--- config.mk ---
export PLATFORM = sky130hd
export DESIGN_NAME = axis_fifo_arb
export DESIGN_NICKNAME = d
export VERILOG_FILES = /design/src/rtl/axis_fifo_arb.sv
export SDC_FILE = /design/constraint.sdc
export NUM_CORES = 1
export LEC_CHECK = 0
export CAP_MARGIN = 20
export CORE_UTILIZATION = 25
export CTS_CLUSTER_DIAMETER = 50
export DETAILED_ROUTE_END_ITERATION = 10
export PLACE_DENSITY = 0.87
export SLEW_MARGIN = 10
export SYNTH_ARGS = -nofsm -noshare
export SYNTH_HDL_FRONTEND = slang
export SYNTH_SLANG_ARGS = --single-unit
--- constraint.sdc ---
create_clock -name clk -period 1.9 [get_ports clk]
set_input_delay 0.38 -clock clk [delete_from_list [all_inputs] [get_ports clk]]
set_output_delay 0.38 -clock clk [all_outputs]
set_load 0.02 [all_outputs]
--- src/rtl/axis_fifo_arb.sv ---
// axis_fifo_arb: round-robin arbiter that gives one AXI-stream requester at a time the FIFO write port.
// Defining ARB_TIMEOUT_EN adds a forced grant release after TIMEOUT idle cycles mid-packet.
module axis_fifo_arb #(
    parameter int NREQ    = 4,
    parameter int DSIZE   = 32,
    parameter int TIMEOUT = 64
) (
    input  logic                  clk,
    input  logic                  rst,
    input  logic [NREQ*DSIZE-1:0] s_tdata,
    input  logic [NREQ-1:0]       s_tvalid,
    input  logic [NREQ-1:0]       s_tlast,
    output logic [NREQ-1:0]       s_tready,
    output logic [DSIZE-1:0]      fifo_wdata,
    output logic                  fifo_wlast,
    output logic                  fifo_winc,
    input  logic                  fifo_wfull,
    output logic [NREQ-1:0]       grant,
    output logic                  timeout_err
);
    localparam int IW = $clog2(NREQ);
    typedef enum logic {IDLE, XFER} state_t;
    state_t          r_state;
    logic [NREQ-1:0] r_grant;
    logic [IW-1:0]   r_gidx;
    logic [IW-1:0]   r_rr_ptr;
    logic [IW-1:0]   w_next;
    logic            w_winc;
    // Scan offsets downward so the nearest valid requester after rr_ptr is written last and wins.
    always_comb begin
        w_next = r_rr_ptr;
        for (int k = NREQ; k >= 1; k--)
            if (s_tvalid[(int'(r_rr_ptr) + k) % NREQ]) w_next = IW'((int'(r_rr_ptr) + k) % NREQ);
    end
    assign w_winc     = (r_state == XFER) & s_tvalid[r_gidx] & ~fifo_wfull;
    assign fifo_winc  = w_winc;
    assign fifo_wdata = s_tdata[r_gidx*DSIZE +: DSIZE];
    assign fifo_wlast = w_winc & s_tlast[r_gidx];
    assign grant      = r_grant;
    assign s_tready   = fifo_wfull ? '0 : r_grant;
`ifdef ARB_TIMEOUT_EN
    localparam int CW = $clog2(TIMEOUT);
    logic [CW-1:0] r_cnt;
    logic          r_terr;
    assign timeout_err = r_terr;
`else
    logic [15:0] w_unused_timeout;
    assign w_unused_timeout = 16'(TIMEOUT);
    assign timeout_err      = 1'b0;
`endif
    always_ff @(posedge clk) begin
        if (rst) begin
            r_state  <= IDLE;
            r_grant  <= '0;
            r_gidx   <= '0;
            r_rr_ptr <= IW'(NREQ - 1);
`ifdef ARB_TIMEOUT_EN
            r_cnt    <= '0;
            r_terr   <= 1'b0;
`endif
        end else begin
`ifdef ARB_TIMEOUT_EN
            r_terr <= 1'b0;
`endif
            if (r_state == IDLE) begin
                if (|s_tvalid) begin
                    r_state <= XFER;
                    r_gidx  <= w_next;
                    r_grant <= NREQ'(1) << w_next;
                end
`ifdef ARB_TIMEOUT_EN
                r_cnt <= '0;
`endif
            end else if (w_winc && s_tlast[r_gidx]) begin
                r_state  <= IDLE;
                r_grant  <= '0;
                r_rr_ptr <= r_gidx;
            end
`ifdef ARB_TIMEOUT_EN
            else if (s_tvalid[r_gidx]) begin
                r_cnt <= '0;
            end else if (r_cnt == CW'(TIMEOUT - 1)) begin
                r_state  <= IDLE;
                r_grant  <= '0;
                r_rr_ptr <= r_gidx;
                r_terr   <= 1'b1;
                r_cnt    <= '0;
            end else begin
                r_cnt <= r_cnt + 1'b1;
            end
`endif
        end
    end
endmodule
Word level (Yosys, flattened, before mapping)
Index checks and enable logic that the tools add are counted.
{ "op_classes": {"n_shift": 2, "n_eq_ne": 1, "magnitude_cmp": 5, "reduce_logical": 10, "bitwise": 9, "n_addsub": 4, "n_mux": 27} }
{ "ops": {"columns": ["operator", "count"], "rows": [
  ["$shiftx 128x8->32", 1],
  ["$lt 3x4->1 const B", 4],
  ["$mux 4", 4],
  ["$mux 1", 13],
  ["$bmux 1 s2", 6],
  ["$mux 2", 4],
  ["$reduce_or 2->1", 4],
  ["$reduce_and 2->1", 3],
  ["$add 2x1->2 const B", 2],
  ["$add 2x2->2 const B", 2],
  ["$and 1x1->1 const A", 4],
  ["$reduce_or 4->1", 1],
  ["$shl 1x2->4 const A", 1],
  ["$and 1x1->1", 3],
  ["$lt 2x3->1 const B", 1],
  ["$ne 2x1->1 const B", 1],
  ["$not 1->1", 2],
  ["$reduce_bool 2->1", 1],
  ["$logic_and 1x1->1", 1]
]} }
{ "totals": {"in_bits": 139, "reg_bits": 9, "wordCells": 62} }

Depth between registers and ports, before layout
{ "logic_depth": {"depth_word": 13, "ltp_mapped": 5, "depth_no_buf": 4} }

Least setup slack after synthesis
OpenSTA, ideal clock, no wires.
{ "synth_path": {"path_type": "reg2out", "startpoint": "reg r_gidx[0]", "endpoint": "out fifo_wdata[10]", "required_ps": 1520, "t_arrival_ps": 1430, "setup_slack_ps": 90, "stages_incl_launch_ff": 4, "path_cell_list": "dfxtp_1 > buf_2 > buf_2 > mux4_2"} }
{ "synth_between": {"elab_chain_cells": 1} }
{ "synth_lines": {"columns": ["item", "line_no", "rtl"], "rows": [
  ["from (decl)", "25", "logic [IW-1:0] r_gidx;"],
  ["from (signal assigned)", "68", "r_gidx <= w_next;"],
  ["$shiftx 128x8->32", "37", "assign fifo_wdata = s_tdata[r_gidx*DSIZE +: DSIZE];"],
  ["to (decl)", "14", "output logic [DSIZE-1:0] fifo_wdata,"]
]} }
Every way passes these cells.

Worst setup path after layout
{ "layout_path": {"startpoint": "reg r_gidx[0]", "endpoint": "out fifo_wdata[6]"} }
Same word-level chain as after synthesis.

==> impl_metrics.toml <==
[outcome]
status = "finished with violations"
violations = "setup timing"

[global_routing]
first_global_vias = 1971
grt_antenna_before_repair = 0
grt_first_pass_wirelength_um = 9670
total_grt_usage = 0.235
largest_net_degree_at_the_start_of_global_routing = 20
total_grt_overflow = 0

[clock_tree]
clockRootBuffer = "sky130_fd_sc_hd__clkbuf_8"
register_clock_pin_slew_on_the_reported_worst_setup_and_hold_paths_ps = 40
cts-buffers-inserted = 3
latest_clock_arrival_within_the_worst_skew_pair_ps = 230
clock_buffer_depth = 2
clock_tree_from_tritoncts = "built"
ctsHtreeMaxLevel = 1
clock-sinks = 9

[critical_path]
ordered_list_of_cells_on_the_worst_path = "buf_12 -> buf_4 -> mux4_2 -> buf_6"
critical_path_arrival_ps = 1590
worstSetupPathType = "reg2out"
largest_delay_share_family_worst_path = "multiplexers"
timing.critical_path.buf_inv = 3
path_max_fanout = 14
cp-end-kind = "output port"
cp_slowest_cell = "sky130_fd_sc_hd__mux4_2"
cp-start-kind = "flip-flop"
cp_slowest_stage_delay_ps = 520
timing.critical_path.required_ps = 1520

[final_layout]
diodes = 0
mostFrequentLayoutCell = "sky130_fd_sc_hd__clkdlybuf4s50_1"
area.growth.synth_to_final_pct = 157
multi_input_comb_area_mm2 = 0.00110
finish.instance_area_mm2 = 0.00337
drive_gt1_frac = 0.353
register_area_um2 = 188
num-nets-final = 449
finish.utilization = 0.690
most_frequent_cells_in_the_layout = "sky130_fd_sc_hd__clkdlybuf4s50_1, sky130_fd_sc_hd__mux4_2, sky130_fd_sc_hd__buf_2"
fillerInstances = 399

[run]
timing.max_cap.violations = 0

[detailed_routing]
route.detailed.drc = 0
dr.first_iter.drc_count = 25
drtAntennaViolNets = 0
via_per_inst = 5.04
drt-total-wl_um = 6860
drt-pass1-iter-count = 4
wl_per_cell_um = 18.2
dr_total_vias = 1896

[yosys]
synth.net_count = 244
synth_cell_types = 32
syn-instance-count = 105
seq_area_frac_synth = 0.137
synth.avg_cell_area_um2 = 12.5
syn-cell-area_mm2 = 0.00131
yosysWarnings = 0
synth_seq_cells = 9

[timing]
max_freq_mhz = 509
layout_worst_path_cycle_share = 1.03
fin_tns_setup_ps = -461
timing.final.max_slew_violations = 0
fin_skew_ps = 1.46
final.min_clock_period_ps = 1970
setup_repair_after_global_routing_missed_its_margin = "true"
timing.final.ws_setup_ps = -66.0
hold_violations = 0
final-setup-viol-count = 17

[min_path]
worst_hold_path_type = "reg2reg"

[place]
gp_congestion = 0.836
placement.setup.worst_slack_ps = -451
postPlaceCellArea_mm2 = 0.00330
count_of_input_and_output_buffers = 180
hpwl_um = 5660

[die]
ioPinCount = 182
initial_core_util = 0.269
floorplan.die_area_mm2 = 0.00554
placement_rows = 25
die_y_um = 74.4
die-width_um = 74.4
core_area_mm2 = 0.00488

[pwr]
power.ir.vdd_worst_mv = 0.408
cellLeakagePower_nw = 1.33
total_power_mw = 1.45
power.density_cell_area_mw_per_mm2 = 432
[cell type report]
cell class              instances  share of cell area
repair buffers                209               0.574
well taps                      67              0.0249
multi-input cells              83               0.328
inverters                       4             0.00446
flip-flops and latches          9              0.0557
clock buffers                   4              0.0134
[worst min-delay path, stage by stage (launching register included)]
cell                      delay, ps
sky130_fd_sc_hd__dfxtp_1        310
sky130_fd_sc_hd__nand3_1         70
sky130_fd_sc_hd__o32ai_1         70
[registers in the layout, indices dropped and copies added, names as in the netlist]
register and cells:
r_gidx 2, r_rr_ptr 2, r_state 1, grant 4
[synth_stat cells (all sizes together)]
library cell | number | area, um^2
nor3 | 2 | 10.0
buf | 7 | 36.3
a2bb2oi | 1 | 15.0
conb | 1 | 3.75
nand3 | 5 | 25.0
inv | 4 | 15.0
nand3b | 1 | 7.51
or2b | 1 | 7.51
and2 | 1 | 6.26
nand2 | 5 | 18.8
o21ai | 2 | 10.0
a31oi | 1 | 6.26
a21oi | 5 | 25.0
o32ai | 4 | 35.0
a21o | 1 | 7.51
clkbuf | 2 | 7.51
nor2b | 4 | 25.0
o211a | 1 | 10.0
a211o | 2 | 17.5
mux2 | 1 | 11.3
dfxtp | 9 | 180
nor2 | 3 | 13.8
nor3b | 2 | 15.0
mux4 | 33 | 743
o21a | 3 | 22.5
nand2b | 1 | 6.26
and2b | 1 | 8.76
or4 | 1 | 11.3
mux2i | 1 | 10.0
[per-stage QoR]
stage                     hold WS (ps)  std cells
after global placement             495        360
after floorplan                    449        105
after CTS                          501        365
after global routing               519        376
final                              499        376
after detailed placement           495        360
[timing repair]
action                                  4_1_cts  5_1_grt
pin swaps                                     1        1
endpoints found under the setup margin       39       33
hold buffers                                  0        0
buffers inserted                              1       12
gates resized for setup                     144       19
cloned                                        0        0
[layer usage]
layer / routed length, um / track usage
met1: 2370 / 0.250
met2: 3440 / 0.413
met3: 728 / 0.0732
met4: 314 / 0.128
met5: 0 / 0
[kinds of logic (layout without fill, tap and decap cells)]
logic type	Yosys count	after routing	share of synthesized area
compound gates	20	20	0.114
buf+inv	13	217	0.0448
flops	9	9	0.137
mux	35	35	0.583
other cells	1	1	0.00286
simple gates	27	27	0.118
[final timing paths]
check	start	end	slack, ps	cells after the start
max	r_gidx[0]	fifo_wdata[6]	-70	4
min	grant[1]	grant[1]	500	2
max reg2reg	r_gidx[0]	r_rr_ptr[0]	220	6
min reg2reg	grant[1]	grant[1]	500	2
[power breakdown]
| group | leakage [nW] | switching (mW) | internal [mW] |
|---|---|---|---|
| clock | 0.0228 | 0.0734 | 0.146 |
| sequential | 0.0752 | 0.0205 | 0.205 |
| combinational | 1.23 | 0.391 | 0.619 |
| total | 1.33 | 0.485 | 0.969 |
Note: power is estimated with default switching activity, not from simulation.
